===== src/rtl/mem_arbiter.sv =====
// Byte-wide RAM/IO port owner: serialises ICache fetches and LSB loads/stores into byte beats.
// Loads win over fetches; IO stores stall per beat on io_buffer_full; flush drops reads only.
module mem_arbiter #(
  parameter logic [31:0] IO_BASE = 32'h0003_0000
) (
  input  logic        clk,
  input  logic        rst,
  input  logic        rdy,
  input  logic        flush,
  input  logic [7:0]  mem_din,
  output logic [7:0]  mem_dout,
  output logic [31:0] mem_a,
  output logic        mem_wr,
  input  logic        io_buffer_full,
  input  logic        if_enable,
  input  logic [31:0] if_addr,
  output logic        if_valid,
  output logic [31:0] if_inst,
  input  logic        ls_enable,
  input  logic        ls_wr,
  input  logic [1:0]  ls_size,
  input  logic [31:0] ls_addr,
  input  logic [31:0] ls_wdata,
  output logic        ls_valid,
  output logic [31:0] ls_rdata
);

  typedef enum logic [1:0] {IDLE, IFETCH, LOAD, STORE} state_t;

  state_t      state_q;
  logic [2:0]  cnt_q;
  logic [2:0]  len_q;
  logic [31:0] addr_q;
  logic [31:0] wdata_q;
  logic [31:0] data_q;
  logic [31:0] mem_a_q;
  logic [7:0]  mem_dout_q;
  logic        mem_wr_q;
  logic        if_valid_q;
  logic        ls_valid_q;
  logic [31:0] if_inst_q;
  logic [31:0] ls_rdata_q;

  logic [2:0]  ls_len;
  logic [31:0] beat_addr;
  logic [1:0]  cap_idx;
  logic [31:0] data_d;
  logic        io_stall;

  assign ls_len    = (ls_size == 2'd2) ? 3'd4 : {1'b0, ls_size} + 3'd1;
  assign beat_addr = addr_q + {29'd0, cnt_q};
  assign io_stall  = io_buffer_full && (beat_addr >= IO_BASE);

  // At edge with cnt_q = j (j >= 2) the byte driven two cycles earlier, index j-2, is on mem_din.
  assign cap_idx = cnt_q[1:0] - 2'd2;

  always_comb begin
    data_d = data_q;
    if (cnt_q >= 3'd2) begin
      data_d[{cap_idx, 3'b000} +: 8] = mem_din;
    end
  end

  always_ff @(posedge clk or posedge rst) begin
    if (rst) begin
      state_q    <= IDLE;
      cnt_q      <= 3'd0;
      len_q      <= 3'd0;
      addr_q     <= 32'd0;
      wdata_q    <= 32'd0;
      data_q     <= 32'd0;
      mem_a_q    <= 32'd0;
      mem_dout_q <= 8'd0;
      mem_wr_q   <= 1'b0;
      if_valid_q <= 1'b0;
      ls_valid_q <= 1'b0;
      if_inst_q  <= 32'd0;
      ls_rdata_q <= 32'd0;
    end else if (rdy) begin
      case (state_q)
        IDLE: begin
          if_valid_q <= 1'b0;
          ls_valid_q <= 1'b0;
          mem_a_q    <= 32'd0;
          mem_wr_q   <= 1'b0;
          data_q     <= 32'd0;
          if (!flush && ls_enable) begin
            addr_q  <= ls_addr;
            wdata_q <= ls_wdata;
            len_q   <= ls_len;
            mem_a_q <= ls_addr;
            if (ls_wr) begin
              state_q <= STORE;
              if (io_buffer_full && (ls_addr >= IO_BASE)) begin
                cnt_q <= 3'd0;
              end else begin
                mem_wr_q   <= 1'b1;
                mem_dout_q <= ls_wdata[7:0];
                cnt_q      <= 3'd1;
              end
            end else begin
              state_q <= LOAD;
              cnt_q   <= 3'd1;
            end
          end else if (!flush && if_enable) begin
            addr_q  <= if_addr;
            len_q   <= 3'd4;
            mem_a_q <= if_addr;
            state_q <= IFETCH;
            cnt_q   <= 3'd1;
          end
        end
        IFETCH, LOAD: begin
          if (flush) begin
            state_q <= IDLE;
            mem_a_q <= 32'd0;
          end else begin
            cnt_q   <= cnt_q + 3'd1;
            data_q  <= data_d;
            mem_a_q <= (cnt_q < len_q) ? beat_addr : 32'd0;
            if (cnt_q == len_q + 3'd1) begin
              state_q <= IDLE;
              if (state_q == IFETCH) begin
                if_valid_q <= 1'b1;
                if_inst_q  <= data_d;
              end else begin
                ls_valid_q <= 1'b1;
                ls_rdata_q <= data_d;
              end
            end
          end
        end
        STORE: begin
          if (cnt_q == len_q) begin
            state_q    <= IDLE;
            ls_valid_q <= 1'b1;
            mem_wr_q   <= 1'b0;
            mem_a_q    <= 32'd0;
          end else begin
            mem_a_q <= beat_addr;
            if (io_stall) begin
              mem_wr_q <= 1'b0;
            end else begin
              mem_wr_q   <= 1'b1;
              mem_dout_q <= wdata_q[{cnt_q[1:0], 3'b000} +: 8];
              cnt_q      <= cnt_q + 3'd1;
            end
          end
        end
        default: state_q <= IDLE;
      endcase
    end
  end

  assign mem_a    = mem_a_q;
  assign mem_dout = mem_dout_q;
  assign mem_wr   = mem_wr_q;
  assign if_valid = if_valid_q;
  assign if_inst  = if_inst_q;
  assign ls_valid = ls_valid_q;
  assign ls_rdata = ls_rdata_q;

endmodule

===== config.mk =====
export PLATFORM = sky130hd
export DESIGN_NAME = mem_arbiter
export DESIGN_NICKNAME = d
export VERILOG_FILES = /design/src/rtl/mem_arbiter.sv
export SDC_FILE = /design/constraint.sdc
export NUM_CORES = 1
export LEC_CHECK = 0
export BUFFER_PORTS_ARGS = -buffer_cell sky130_fd_sc_hd__buf_2
export CAP_MARGIN = 20
export CORE_MARGIN = 2
export CORE_UTILIZATION = 50
export DETAILED_ROUTE_END_ITERATION = 10
export GPL_ROUTABILITY_DRIVEN = 1
export PLACE_DENSITY_LB_ADDON = 0.15
export REMOVE_ABC_BUFFERS = 1
export SETUP_SLACK_MARGIN = 0.5
export SLEW_MARGIN = 40
export SYNTH_ARGS = -nofsm -noshare
export SYNTH_HDL_FRONTEND = slang
export SYNTH_SLANG_ARGS = --single-unit

===== constraint.sdc =====
create_clock -name clk -period 6.2 [get_ports clk]
set_clock_uncertainty 0.15 [all_clocks]
set_input_delay 0.62 -clock clk [delete_from_list [all_inputs] [get_ports clk]]
set_output_delay 0.62 -clock clk [all_outputs]
set_load 0.02 [all_outputs]

; Word level (Yosys, flattened, before mapping)
; Cells that the tools add are included.
[word_totals]
reg_bits = 211
input_bits = 114
out_inout_bits = 107
word_cells = 118
[op_classes]
n_addsub = 6
n_lt_le_gt_ge = 4
eq_ne = 18
shift = 3
mux = 51
bitwise_logic = 2
n_reduce_logical = 21
[ops]
columns = operator, count
row1 = two-way mux 32 bit, 9
row2 = one-hot mux 32 bit (3 select lines), 1
row3 = greater-or-equal comparator 32 x 18 -> 1 bit (second input constant), 2
row4 = one-hot mux 32 bit (2 select lines), 1
row5 = two-way mux 8 bit, 5
row6 = adder 32 x 3 -> 32 bit, 1
row7 = bitwise mux 32 bit, 1
row8 = variable shift 8 x 7 -> 32 bit (first input constant), 1
row9 = variable part select 32 x 6 -> 8 bit, 1
row10 = variable part select 8 x 7 -> 32 bit, 1
row11 = two-way mux 3 bit, 9
row12 = AND reduction 5 bit, 5
row13 = != test 2 bit (second input constant), 10
row14 = one-hot mux 8 bit (2 select lines), 1
row15 = two-way mux 1 bit, 14
row16 = two-way mux 2 bit, 5
row17 = one-hot mux 3 bit (3 select lines), 1
row18 = AND reduction 3 bit, 3
row19 = negation 5 -> 7 bit, 1
row20 = AND reduction 7 bit, 1
row21 = adder 3 x 1 -> 3 bit (second input constant), 2
row22 = equality test 2 bit (second input constant), 3
row23 = equality test 3 bit, 2
row24 = != test 3 bit (second input constant), 2
row25 = 16 further kinds, 23

; Longest topological paths before layout
; Gate-level depths: netlist of the first run.
[depth]
word_depth = 7
depth_mapped = 12
ltp_nobuf = 10

; Worst setup path before layout of the first run
; No wires, ideal clock.
[synth_timing]
path_type = reg-to-reg
from = reg cnt_q[0]
to = reg ls_rdata_q[8] (netlist: ls_rdata[8])
setup_ns = 0.078
t_arrival_ns = 2.781
required_time_ns = 5.972
slack_ns = 3.191
stages_incl_launch_ff = 11
path_buffers = 4
period_less_slack_ns = 3.009
cell_sequence = dfrtp_1 > buf_2 > buf_2 > inv_1 > ha_1 > or3_1 > clkbuf_1 > nor3_1 > clkbuf_1 > nor2_1 > a21oi_1
[synth_between]
elab_chain_cells = 5
elab_cells_between_ends = 9
classes_between = add/sub: 2 / order compare: 1 / eq/ne: 1 / shift: 2 / mux: 2 / reduce/logical: 1
[synth_lines]
columns = item, line
row1 = start: declaration, 31  ; logic [2:0] cnt_q;
row2 = start signal: assignment, 118  ; cnt_q <= cnt_q + 3'd1;
row3 = start signal: assignment, 146  ; cnt_q <= cnt_q + 3'd1;
row4 = subtractor 2 bit, 55  ; assign cap_idx = cnt_q[1:0] - 2'd2;
row5 = negation 5 -> 7 bit, 60  ; data_d[{cap_idx, 3'b000} +: 8] = mem_din;
row6 = variable part select 8 x 7 -> 32 bit / variable shift 8 x 7 -> 32 bit (equally long branches), 60
row7 = bitwise mux 32 bit, 60
row8 = two-way mux 32 bit, 59  ; if (cnt_q >= 3'd2) begin
row9 = end signal: assignment, 128  ; ls_rdata_q <= data_d;
row10 = end: declaration, 42  ; logic [31:0] ls_rdata_q;
; Several ways; a longest one is shown, not always the timed one.
; A chain may end at the register's enable or synchronous reset.

; Worst setup path after layout of the first run
[layout_timing]
from = reg cnt_q[0]
to = reg mem_dout_q[6] (netlist: mem_dout[6])
[layout_between]
elab_chain_cells = 5
elab_cells_between_ends = 11
classes_between = add/sub: 1 / order compare: 1 / eq/ne: 3 / shift: 1 / mux: 3 / reduce/logical: 2
[layout_lines]
columns = item, line
row1 = adder 32 x 3 -> 32 bit, 51  ; assign beat_addr = addr_q + {29'd0, cnt_q};
row2 = greater-or-equal comparator 32 x 18 -> 1 bit, 52  ; assign io_stall = io_buffer_full && (beat_addr >= IO_BASE);
row3 = logical AND 1 bit, 52
row4 = != test 2 bit (no line), --
row5 = AND reduction 7 bit (no line), --
row6 = end signal: assignment, 98  ; mem_dout_q <= ls_wdata[7:0];
row7 = end signal: assignment, 145  ; mem_dout_q <= wdata_q[{cnt_q[1:0], 3'b000} +: 8];
row8 = end: declaration, 37  ; logic [7:0] mem_dout_q;
; Several ways; a longest one is shown, not always the timed one. The select of a mux whose other input is x is not followed.

==> results_dict.tcl, run 1 <==
set metrics [dict create \
    run_status "finished clean" \
    stdcell_count 1518 \
    switching_share 0.380 \
    cts_buffers 23 \
    die_area_sq_um 22100 \
    drt-initial-drc-count 514 \
    yosysTopAreaCellShare 0.504 \
    internal_power_mw 3.51 \
    clk_pin_slew_ns 0.06 \
    crit_path_top_delay_cell "dfrtp_2" \
    fp.dieH_um 149 \
    num_vias 8565 \
    clockBufferDepth 3 \
    rows 52 \
    p_switching_mw 2.15 \
    grt_max_degree 103 \
    hpwl_mm 18.9 \
    wire_per_inst_um 17.8 \
    chipWidth_um 149 \
    leakagePower_nw 6.08 \
    holdBufCountCts 0 \
    drc 0 \
    rsz0062_at_grt "no" \
    drt_pre_antenna_iters 5 \
    root_buffer "clkbuf_16" \
    max-cap-violations 0 \
    ctsResizeCount 0 \
    synth_largest_area_cell "dfrtp_1" \
    fin_crit_ns 3.62 \
    final_nets 1363 \
    cts.sinks 211 \
    grt_overflow 0 \
    grt_pass1_vias 8348 \
    crit_fanout 18 \
    worstPathCellList "ha_1 -> nand3_1 -> a21oi_2 -> and4_1 -> mux2i_1 -> nand4_1 -> nor4b_4 -> o211ai_4 -> mux2_2" \
    clock_latency_ns 0.51 \
    dp_cells 1476 \
    critPathKind "reg2reg" \
    hold_viol 0 \
    slowest_delay_ns 0.71 \
    totalWireLength_mm 27.0 \
    synth_seq_area_share 0.504 \
    synth_edf_count 0 \
    fin_crit_sh 0.584 \
    hp-class "in2async" \
    setup_viol 0 \
    ir_worst_vdd_mv 0.295 \
    report.power.total_mw 5.66 \
    syn_avg_cell_area_sq_um 10.1 \
    p_seq_frac 0.394 \
    slew_headroom 0.398 \
    drv_slew 0 \
    ios 221 \
    cp.arrival_ns 3.85 \
    core_area_sq_um 20400 \
    power_density_nw_per_um2 447 \
    grt_pass1_wl_mm 43.5 \
    syn-instance-count 1034 \
    max_freq_mhz 276 \
    cts_max_level 1 \
    async_flop_share 1.00 \
    initial_core_util 0.513 \
    clockPowerShare 0.248 \
    drive_gt1_frac 0.281 \
    cp-start-kind "flop" \
    place_congestion 0.878 \
    synth.distinct_cells 52 \
    worstMarginPinSlew_ns 0.896 \
    place_area_sq_um 11800 \
    stdcell_area_sq_um 12600 \
    cp-end-kind "flop" \
    via_per_inst 5.64 \
    comb_power_share 0.358 \
    cts_tree "yes" \
    antenna_found_initial 3 \
    post-cts-setup-buffers 0 \
    synth-seq-cells 211 \
    ant_nets 0 \
    port_buffers 220 \
    track_usage 0.243 \
    netlist_area_sq_um 10500 \
    synthTopCellsByArea "dfrtp_1, mux2_2, a22o_1, a21oi_1, o21ai_0" \
    cp.required_ns 6.44 \
    area_delta_synth_final_pct 20.6 \
    ys_warn_count 0 \
    ys.flop_type "dfrtp_1" \
]
-- worst paths after layout --
path | from | to | slack [ns] | cells past startpoint
setup / recovery | cnt_q[0]$_DFFE_PP0P_ | mem_dout[6]$_DFFE_PP0P_ | 2.58 | 9
hold / removal | rst | if_inst[16]$_DFFE_PP0P_ | 0.07 | 2
setup reg to reg | cnt_q[0]$_DFFE_PP0P_ | mem_dout[6]$_DFFE_PP0P_ | 2.58 | 9
hold reg to reg | if_inst[19]$_DFFE_PP0P_ | if_inst[19]$_DFFE_PP0P_ | 0.32 | 2
max in group asynchronous | rst | addr_q[13]$_DFFE_PP0P_ | 4.67 | 3
min in group clk | ls_size[1] | len_q[0]$_DFFE_PP0P_ | 0.16 | 2
-- layout by cell type, fill, tap and decap left out, drive strengths merged, types with 22 or more instances in the layout --
cell type	instances
nand3	22
clkbuf	34
mux2	49
nand2	106
nor2	89
xnor2	24
dfrtp	211
a21oi	98
mux2i	29
o21ai	83
and3	38
buf	232
a22o	56
-- cells by family (layout without fill, tap and decap cells) --
family          count (synthesis)  in the layout  share of synthesized area
compound gates                286            286                      0.171
xor+xnor                       38             38                     0.0317
fa+ha+maj                      18             18                     0.0222
buf+inv                        80            293                     0.0292
flops                         211            211                      0.504
mux                            86             86                     0.0975
other cells                     0              1                          0
simple gates                  315            315                      0.145
-- metal layers --
metal	vias up	share of wire	track usage
met1	4156	0.45	0.345
met2	248	0.47	0.400
met4	4	0.015	0.0457
met5	-	0.00093	0
li1	4120	-	-
met3	37	0.063	0.0431
-- power by group through the flow --
stage               Sequential [mW]  Clock, mW  Combinational (mW)
global route                   2.30       1.48                2.23
CTS                            2.23       1.43                2.02
floorplan                      2.38          0                1.20
finish                         2.23       1.40                2.02
detailed placement             2.25          0                2.01
global placement               2.24          0                1.96
-- per-stage QoR --
stage / worst slack [ns] / hold slack, ns / util / setup TNS (ns)
2_1_floorplan: -0.336 / 0.300 / - / -70.87
3_3_place_gp: 2.45 / 0.306 / 0.578 / 0
3_5_place_dp: 2.48 / 0.315 / 0.579 / 0
4_1_cts: 2.45 / 0.114 / 0.617 / 0
5_1_grt: 2.38 / 0.133 / 0.619 / 0
6_report: 2.58 / 0.0679 / 0.619 / 0
-- registers in the layout, indices dropped and copies added, names as in the netlist --
signal / cells
addr_q: 32
cnt_q: 3
data_q: 32
if_inst: 32
if_valid: 1
len_q: 3
ls_rdata: 32
ls_valid: 1
mem_a: 32
mem_dout: 8
mem_wr: 1
state_q: 2
wdata_q: 32
-- synth_stat cells (3+ instances only) --
| master | instances |
|---|---|
| nand2_1 | 106 |
| inv_1 | 20 |
| a22o_1 | 56 |
| o31ai_1 | 3 |
| nor2b_1 | 4 |
| buf_2 | 5 |
| a22oi_1 | 14 |
| o21a_1 | 3 |
| o211ai_1 | 3 |
| a221oi_1 | 6 |
| nand2b_1 | 3 |
| mux2_2 | 49 |
| or3_1 | 3 |
| clkbuf_1 | 53 |
| o21ai_0 | 83 |
| xor2_1 | 14 |
| a21oi_1 | 97 |
| dfrtp_1 | 211 |
| nor4_1 | 4 |
| a21o_1 | 7 |
| nor3b_1 | 6 |
| nor2_1 | 89 |
| xnor2_1 | 24 |
| and3_1 | 38 |
| nand3_1 | 22 |
| nand4_1 | 14 |
| ha_1 | 17 |
| nor3_1 | 5 |
| mux4_2 | 8 |
| and2_0 | 4 |
| and2_1 | 6 |
| mux2i_1 | 29 |
-- final cells by class --
class,count,area [sq um]
inverter,20,82.6
fill,1774,7780
antenna,1,2.50
multi-input combinational,743,4960
clock buffer,34,687
timing repair buffer,232,1200
tap,270,338
clock inverter,7,91.3
sequential,211,5280
-- worst max-delay path, delay by kind of cell, from the launching register on --
| kind | cells | cell delay (ns) |
|---|---|---|
| AOI/OAI and AO/OA | 2 | 0.66 |
| adders and majority gates | 1 | 0.30 |
| DFF | 1 | 0.71 |
| muxes | 2 | 0.55 |
| and+or+nand+nor | 4 | 1.13 |
No activity file was read; power rests on OpenSTA's default activity.
==> inputs of run 2 (changes only) <==
ABC_AREA = 1   (was default)
CORE_UTILIZATION = 56   (was 50)
clock period = 3.55 ns   (was 6.2 ns; I/O delays follow)
==> run 2 against run 1 <==
Net effect:
- global-route usage rose by 7.1 points
- worst setup slack got worse by 1.9 ns
- clock power rose by 69%
- critical path depth rose by 1
- worst hold slack got worse by 0.057 ns
- synthesized area rose by 3.3%
- critical endpoint is now ls_rdata[16]$_DFFE_PP0P_
==> results_dict.tcl, run 2 <==
set metrics [dict create \
    run_status "finished clean" \
    synth_compound_area_frac 0.130 \
    synth_edf_count 0 \
    final_nets 1725 \
    antenna_found_initial 1 \
    ios 221 \
    internal_power_mw 6.03 \
    switching_share 0.409 \
    via_per_inst 5.52 \
    synth-seq-cells 211 \
    chipWidth_um 143 \
    cts_max_level 1 \
    fin_crit_ns 2.86 \
    async_flop_share 1.00 \
    root_buffer "clkbuf_16" \
    cts.sinks 211 \
    leakagePower_nw 6.61 \
    hpwl_mm 22.3 \
    setup_viol 0 \
    synth_seq_area_share 0.488 \
    clockPowerShare 0.232 \
    synthTopCellsByArea "dfrtp_1, nand2_1, o21ai_0, inv_1, mux2_2" \
    yosysTopAreaCellShare 0.488 \
    reg2reg_depth 10 \
    hold_viol 0 \
    clockBufferDepth 3 \
    reg2reg_from "cnt_q[1]$_DFFE_PP0P_" \
    ir_worst_vdd_mv 0.560 \
    hp-class "in2reg" \
    max_freq_mhz 349 \
    syn_avg_cell_area_sq_um 8.05 \
    rsz0062_at_grt "no" \
    dp_cells 1784 \
    core_area_sq_um 18800 \
    area_delta_synth_final_pct 23.9 \
    place_congestion 0.935 \
    rr_endpoint "ls_rdata[16]$_DFFE_PP0P_" \
    grt_overflow 0 \
    utilization 0.713 \
    synth_top_family_by_area "simple AND/OR/NAND/NOR gates" \
    ys_warn_count 0 \
    synth-simple-area-share 0.259 \
    final_cell_mix "nand2_1, buf_2, dfrtp_1" \
    p_switching_mw 4.18 \
    num_vias 10300 \
    drv_slew 0 \
    clk_pin_slew_ns 0.07 \
    drive_gt1_frac 0.226 \
    rows 50 \
    crit_fanout 17 \
    track_usage 0.314 \
    synth_largest_area_cell "dfrtp_1" \
    crit_start "cnt_q[1]$_DFFE_PP0P_" \
    fin_crit_sh 0.806 \
    power_density_nw_per_um2 761 \
    rrSetupSlack_ns 0.69 \
    synthAdderAreaFrac 0.0215 \
    synth.distinct_cells 40 \
    syn-instance-count 1345 \
    cts_tree "yes" \
    fin_hold_ws_ns 0.0112 \
    mostFrequentLayoutCell "nand2_1" \
    grt_pass1_wl_mm 51.2 \
    stdcell_count 1870 \
    grt_max_degree 113 \
    slowest_delay_ns 0.52 \
    initial_core_util 0.575 \
    max-cap-violations 0 \
    totalWireLength_mm 31.9 \
    drc 0 \
    num-fill-cells 1549 \
    holdPathStages 5 \
    cp-endpoint "ls_rdata[16]$_DFFE_PP0P_" \
    muxShareOfSynthArea 0.0322 \
    ant_nets 0 \
    synth.top_cells.by_count "nand2_1, dfrtp_1, inv_1" \
    crit_path_top_delay_cell "dfrtp_1" \
    cp.required_ns 3.80 \
    cp-start-kind "flop" \
    synth-xor-area-share 0.00970 \
    comb_power_share 0.397 \
    cp-end-kind "flop" \
    cp.arrival_ns 3.11 \
    wire_per_inst_um 17.0 \
    slew_headroom 0.484 \
    p_seq_frac 0.371 \
    yosysMostFrequentCell "nand2_1" \
    die_area_sq_um 20500 \
    critPathKind "reg2reg" \
    ys.flop_type "dfrtp_1" \
    cts_buffers 23 \
    report.power.total_mw 10.2 \
    grt_pass1_vias 10000 \
    port_buffers 220 \
    netlist_area_sq_um 10800 \
    clock_latency_ns 0.51 \
    fp.dieH_um 143 \
    worstMarginPinSlew_ns 0.771 \
    drt_pre_antenna_iters 5 \
    drt-initial-drc-count 793 \
    worstPathCellList "buf_4 -> inv_1 -> buf_4 -> ha_2 -> clkinvlp_4 -> nand2_1 -> nor4_1 -> a21oi_1 -> nand2_1 -> o21a_1" \
]
-- run 2: routing by layer --
metal  global-route usage  up-vias  share of wire
li1                     -     4932              -
met1                0.441     4904           0.43
met2                0.504      406           0.46
met3               0.0580       72          0.080
met4               0.0844        0          0.026
met5                    0        -              0
-- run 2: final cells by class --
type                    count  area, sq um  share of cell area
inverters                 106          414              0.0309
clock inverters             9         77.6             0.00578
clock buffers              32          669              0.0499
well taps                 260          325              0.0242
flip-flops and latches    211         5280               0.393
repair buffers            286         1700               0.126
multi-input cells         965         4950               0.369
diodes                      1         2.50            0.000186
-- run 2: power groups by stage --
stage	Clock [mW]	Sequential [mW]	Combinational, mW
2_1_floorplan	0	4.15	2.16
3_3_place_gp	0	3.80	3.78
3_5_place_dp	0	3.81	3.86
4_1_cts	2.39	3.77	3.94
5_1_grt	2.49	3.89	4.46
6_report	2.37	3.79	4.05
-- run 2: cell families (layout without fill, tap and decap cells) --
| group | count (synthesis) | count (layout) |
|---|---|---|
| simple gates | 666 | 666 |
| compound gates | 238 | 238 |
| flops | 211 | 211 |
| buf+inv | 169 | 433 |
| mux | 31 | 31 |
| fa+ha+maj | 18 | 18 |
| xor+xnor | 12 | 12 |
| other cells | 0 | 1 |
-- run 2: worst min path at each step --
stage | start | slack [ns] | end
4_1_cts | ls_addr[11] | 0.006 | addr_q[11]$_DFFE_PP0P_
3_3_place_gp | mem_dout[4]$_DFFE_PP0P_ | 0.30 | mem_dout[4]$_DFFE_PP0P_
3_5_place_dp | mem_dout[1]$_DFFE_PP0P_ | 0.31 | mem_dout[1]$_DFFE_PP0P_
5_1_grt | ls_addr[11] | 0.04 | addr_q[11]$_DFFE_PP0P_
6_report | ls_addr[11] | 0.01 | addr_q[11]$_DFFE_PP0P_
2_1_floorplan | addr_q[2]$_DFFE_PP0P_ | 0.30 | addr_q[2]$_DFFE_PP0P_
-- run 2: what timing repair did --
item,CTS,global route
hold buffers,34,0
gates resized for setup,2,10
buffers inserted,1,9
setup endpoints to repair,35,43
endpoints found under the hold margin,143,0
-- run 2: worst max-delay path: cells and delay by family, from the launching register on --
kind,cells,cell delay [ns]
buffers and inverters,4,0.68
DFF,1,0.52
AOI/OAI and AO/OA,2,0.48
and+or+nand+nor,3,0.47
adders and majority gates,1,0.45
-- run 2: per-stage QoR --
stage / setup TNS (ns) / cell area [sq um] / setup WS (ns)
after global placement: 0 / 12200 / 0.489
after floorplan: -611.60 / 10600 / -2.72
after detailed placement: 0 / 12200 / 0.344
after CTS: 0 / 13300 / 0.582
final: 0 / 13400 / 0.687
after global routing: 0 / 13400 / 0.498
==> inputs of run 3 (changes only) <==
ABC_AREA = 0   (was 1)
CORE_UTILIZATION = 50   (was 56)
clock period = 2.3 ns   (was 3.55 ns; I/O delays follow)
==> run 3 against run 2 <==
Net effect:
- the flow now finishes with violations (negative hold slack, negative setup slack)
- total power increased by 85%
- die area increased by 8.2%
- worst setup slack got worse by 1.5 ns
- final cell count decreased by 4.9%
==> results_dict.tcl, run 3 (synthesized netlist as in run 1, its figures left out) <==
set metrics [dict create \
    run_status "finished, violations left" \
    violations "negative hold slack, negative setup slack" \
    num_vias 10200 \
    max_freq_mhz 326 \
    switching_share 0.391 \
    cts_tree "yes" \
    holdPathStages 4 \
    grt_overflow 0 \
    ir_worst_vdd_mv 0.857 \
    hpwl_mm 20.3 \
    hold_viol 1 \
    drt_pre_antenna_iters 6 \
    cts_max_level 1 \
    rows 52 \
    stdcell_count 1779 \
    leakagePower_nw 7.69 \
    drt-initial-drc-count 603 \
    clk_pin_slew_ns 0.07 \
    initial_core_util 0.513 \
    rr_endpoint "cnt_q[1]$_DFFE_PP0P_" \
    drive_gt1_frac 0.451 \
    min_from "ls_addr[14]" \
    cp.required_ns 2.56 \
    cts.sinks 211 \
    worstMarginPinSlew_ns 0.543 \
    final_nets 1625 \
    slew_headroom 0.635 \
    comb_power_share 0.496 \
    fp.dieH_um 149 \
    fin_crit_ns 3.07 \
    rsz0062_at_grt "yes" \
    worstPathCellList "ha_2 -> fa_2 -> a21o_1 -> and4_4 -> nand2_2 -> xor2_1 -> nand4_1 -> nor4b_4 -> buf_4 -> o21a_4 -> mux2i_1" \
    min_to "mem_a[14]$_DFFE_PP0P_" \
    wire_per_inst_um 20.3 \
    crit_fanout 4 \
    dp_cells 1579 \
    cp-end-kind "flop" \
    hp-class "in2reg" \
    chipWidth_um 149 \
    rrSetupSlack_ns -0.77 \
    totalWireLength_mm 36.2 \
    area_delta_synth_final_pct 58.2 \
    reg2reg_depth 11 \
    fin_ws_ns -0.766 \
    grt_max_degree 57 \
    die_area_sq_um 22100 \
    grt_pass1_wl_mm 53.0 \
    grt_pass1_vias 10200 \
    ios 221 \
    crit_path_top_delay_cell "dfrtp_1" \
    fin_crit_sh 1.33 \
    slowest_delay_ns 0.42 \
    track_usage 0.300 \
    clockBufferDepth 3 \
    cp-start-kind "flop" \
    p_switching_mw 7.37 \
    drv_slew 0 \
    via_per_inst 5.76 \
    max-cap-violations 0 \
    place_congestion 0.881 \
    fin_setup_tns_ns -27.53 \
    mostFrequentLayoutCell "buf_2" \
    port_buffers 220 \
    clockPowerShare 0.199 \
    ant_nets 0 \
    reg2reg_from "addr_q[0]$_DFFE_PP0P_" \
    fin_hold_ws_ns -0.000120 \
    clock_latency_ns 0.52 \
    antenna_found_initial 3 \
    critPathKind "reg2reg" \
    cp.arrival_ns 3.33 \
    root_buffer "clkbuf_16" \
    cts_buffers 23 \
    final_cell_mix "buf_2, dfrtp_1, dlygate4sd3_1" \
    core_area_sq_um 20400 \
    power_density_nw_per_um2 1140 \
    setup_viol 124 \
    internal_power_mw 11.5 \
    drc 0 \
    p_seq_frac 0.305 \
]
[run 3: changes by cell type in the layout (fill, tap and decap cells not counted), sizes merged, moves of 21 or more]
cell,previous run,this run
nand3,69,22
nor3,26,5
nand2,452,106
o22ai,33,2
a22o,0,56
a21oi,42,98
xnor2,3,24
mux2i,0,29
inv,102,21
dlygate4sd3,34,108
buf,252,378
o21a,32,3
and3,0,38
[run 3: critical path: cells and delay by family (launching register included)]
kind / cells / cell delay [ns]
XOR/XNOR: 1 / 0.19
multiplexers: 1 / 0.21
AND/OR/NAND/NOR: 4 / 0.88
flip-flops: 1 / 0.42
AO/OA/AOI/OAI: 2 / 0.33
buffers and inverters: 1 / 0.20
adder cells (fa/ha/maj): 2 / 0.59
[run 3: area by class of cell]
type	instances	area (sq um)
clock buffer	28	614
clock inverter	11	134
inverter	20	87.6
fill	1151	3840
antenna	2	5.00
multi-input combinational	743	6120
timing repair buffer	494	4010
sequential	211	5280
tap	270	338
[run 3: metal layers]
| metal | vias to the layer above | GRT usage | share of wire |
|---|---|---|---|
| li1 | 4645 | - | - |
| met1 | 5071 | 0.385 | 0.39 |
| met2 | 448 | 0.515 | 0.51 |
| met3 | 75 | 0.0498 | 0.067 |
| met4 | 2 | 0.110 | 0.031 |
| met5 | - | 0 | 0.00041 |
[run 3: what timing repair did]
| action | in CTS | in global routing |
|---|---|---|
| pin swaps | 76 | 60 |
| cloned | 4 | 7 |
| hold buffers | 111 | 0 |
| gates resized for setup | 233 | 123 |
| hold endpoints to repair | 306 | 0 |
| setup endpoints to repair | 204 | 204 |
| buffers inserted | 20 | 17 |
[run 3: power groups by stage]
stage / logic, mW / clock network (mW) / registers [mW]
after CTS: 8.25 / 3.77 / 5.66
after global routing: 9.98 / 3.94 / 5.86
final: 9.35 / 3.76 / 5.74
after floorplan: 3.23 / 0 / 6.42
after global placement: 6.72 / 0 / 5.64
after detailed placement: 6.86 / 0 / 5.68
[run 3: worst max-delay path by stage]
stage / start / to / slack, ns / cells after the start
6_report: addr_q[0]$_DFFE_PP0P_ / cnt_q[1]$_DFFE_PP0P_ / -0.77 / 11
5_1_grt: addr_q[0]$_DFFE_PP0P_ / cnt_q[1]$_DFFE_PP0P_ / -0.84 / 11
4_1_cts: addr_q[0]$_DFFE_PP0P_ / cnt_q[1]$_DFFE_PP0P_ / -0.61 / 11
3_5_place_dp: addr_q[0]$_DFFE_PP0P_ / cnt_q[1]$_DFFE_PP0P_ / -0.76 / 11
3_3_place_gp: addr_q[0]$_DFFE_PP0P_ / cnt_q[0]$_DFFE_PP0P_ / -0.66 / 11
2_1_floorplan: rst / addr_q[0]$_DFFE_PP0P_ / -3.85 / 1
[run 3: per-stage QoR]
| stage | setup WS, ns | power (mW) | instance area [sq um] | utilization |
|---|---|---|---|---|
| after global routing | -0.839 | 19.8 | 16600 | 0.812 |
| final | -0.766 | 18.9 | 16600 | 0.812 |
| after detailed placement | -0.762 | 12.5 | 12700 | 0.623 |
| after global placement | -0.662 | 12.4 | 12700 | 0.623 |
| after floorplan | -3.85 | 9.65 | 10300 | - |
| after CTS | -0.609 | 17.7 | 15800 | 0.772 |
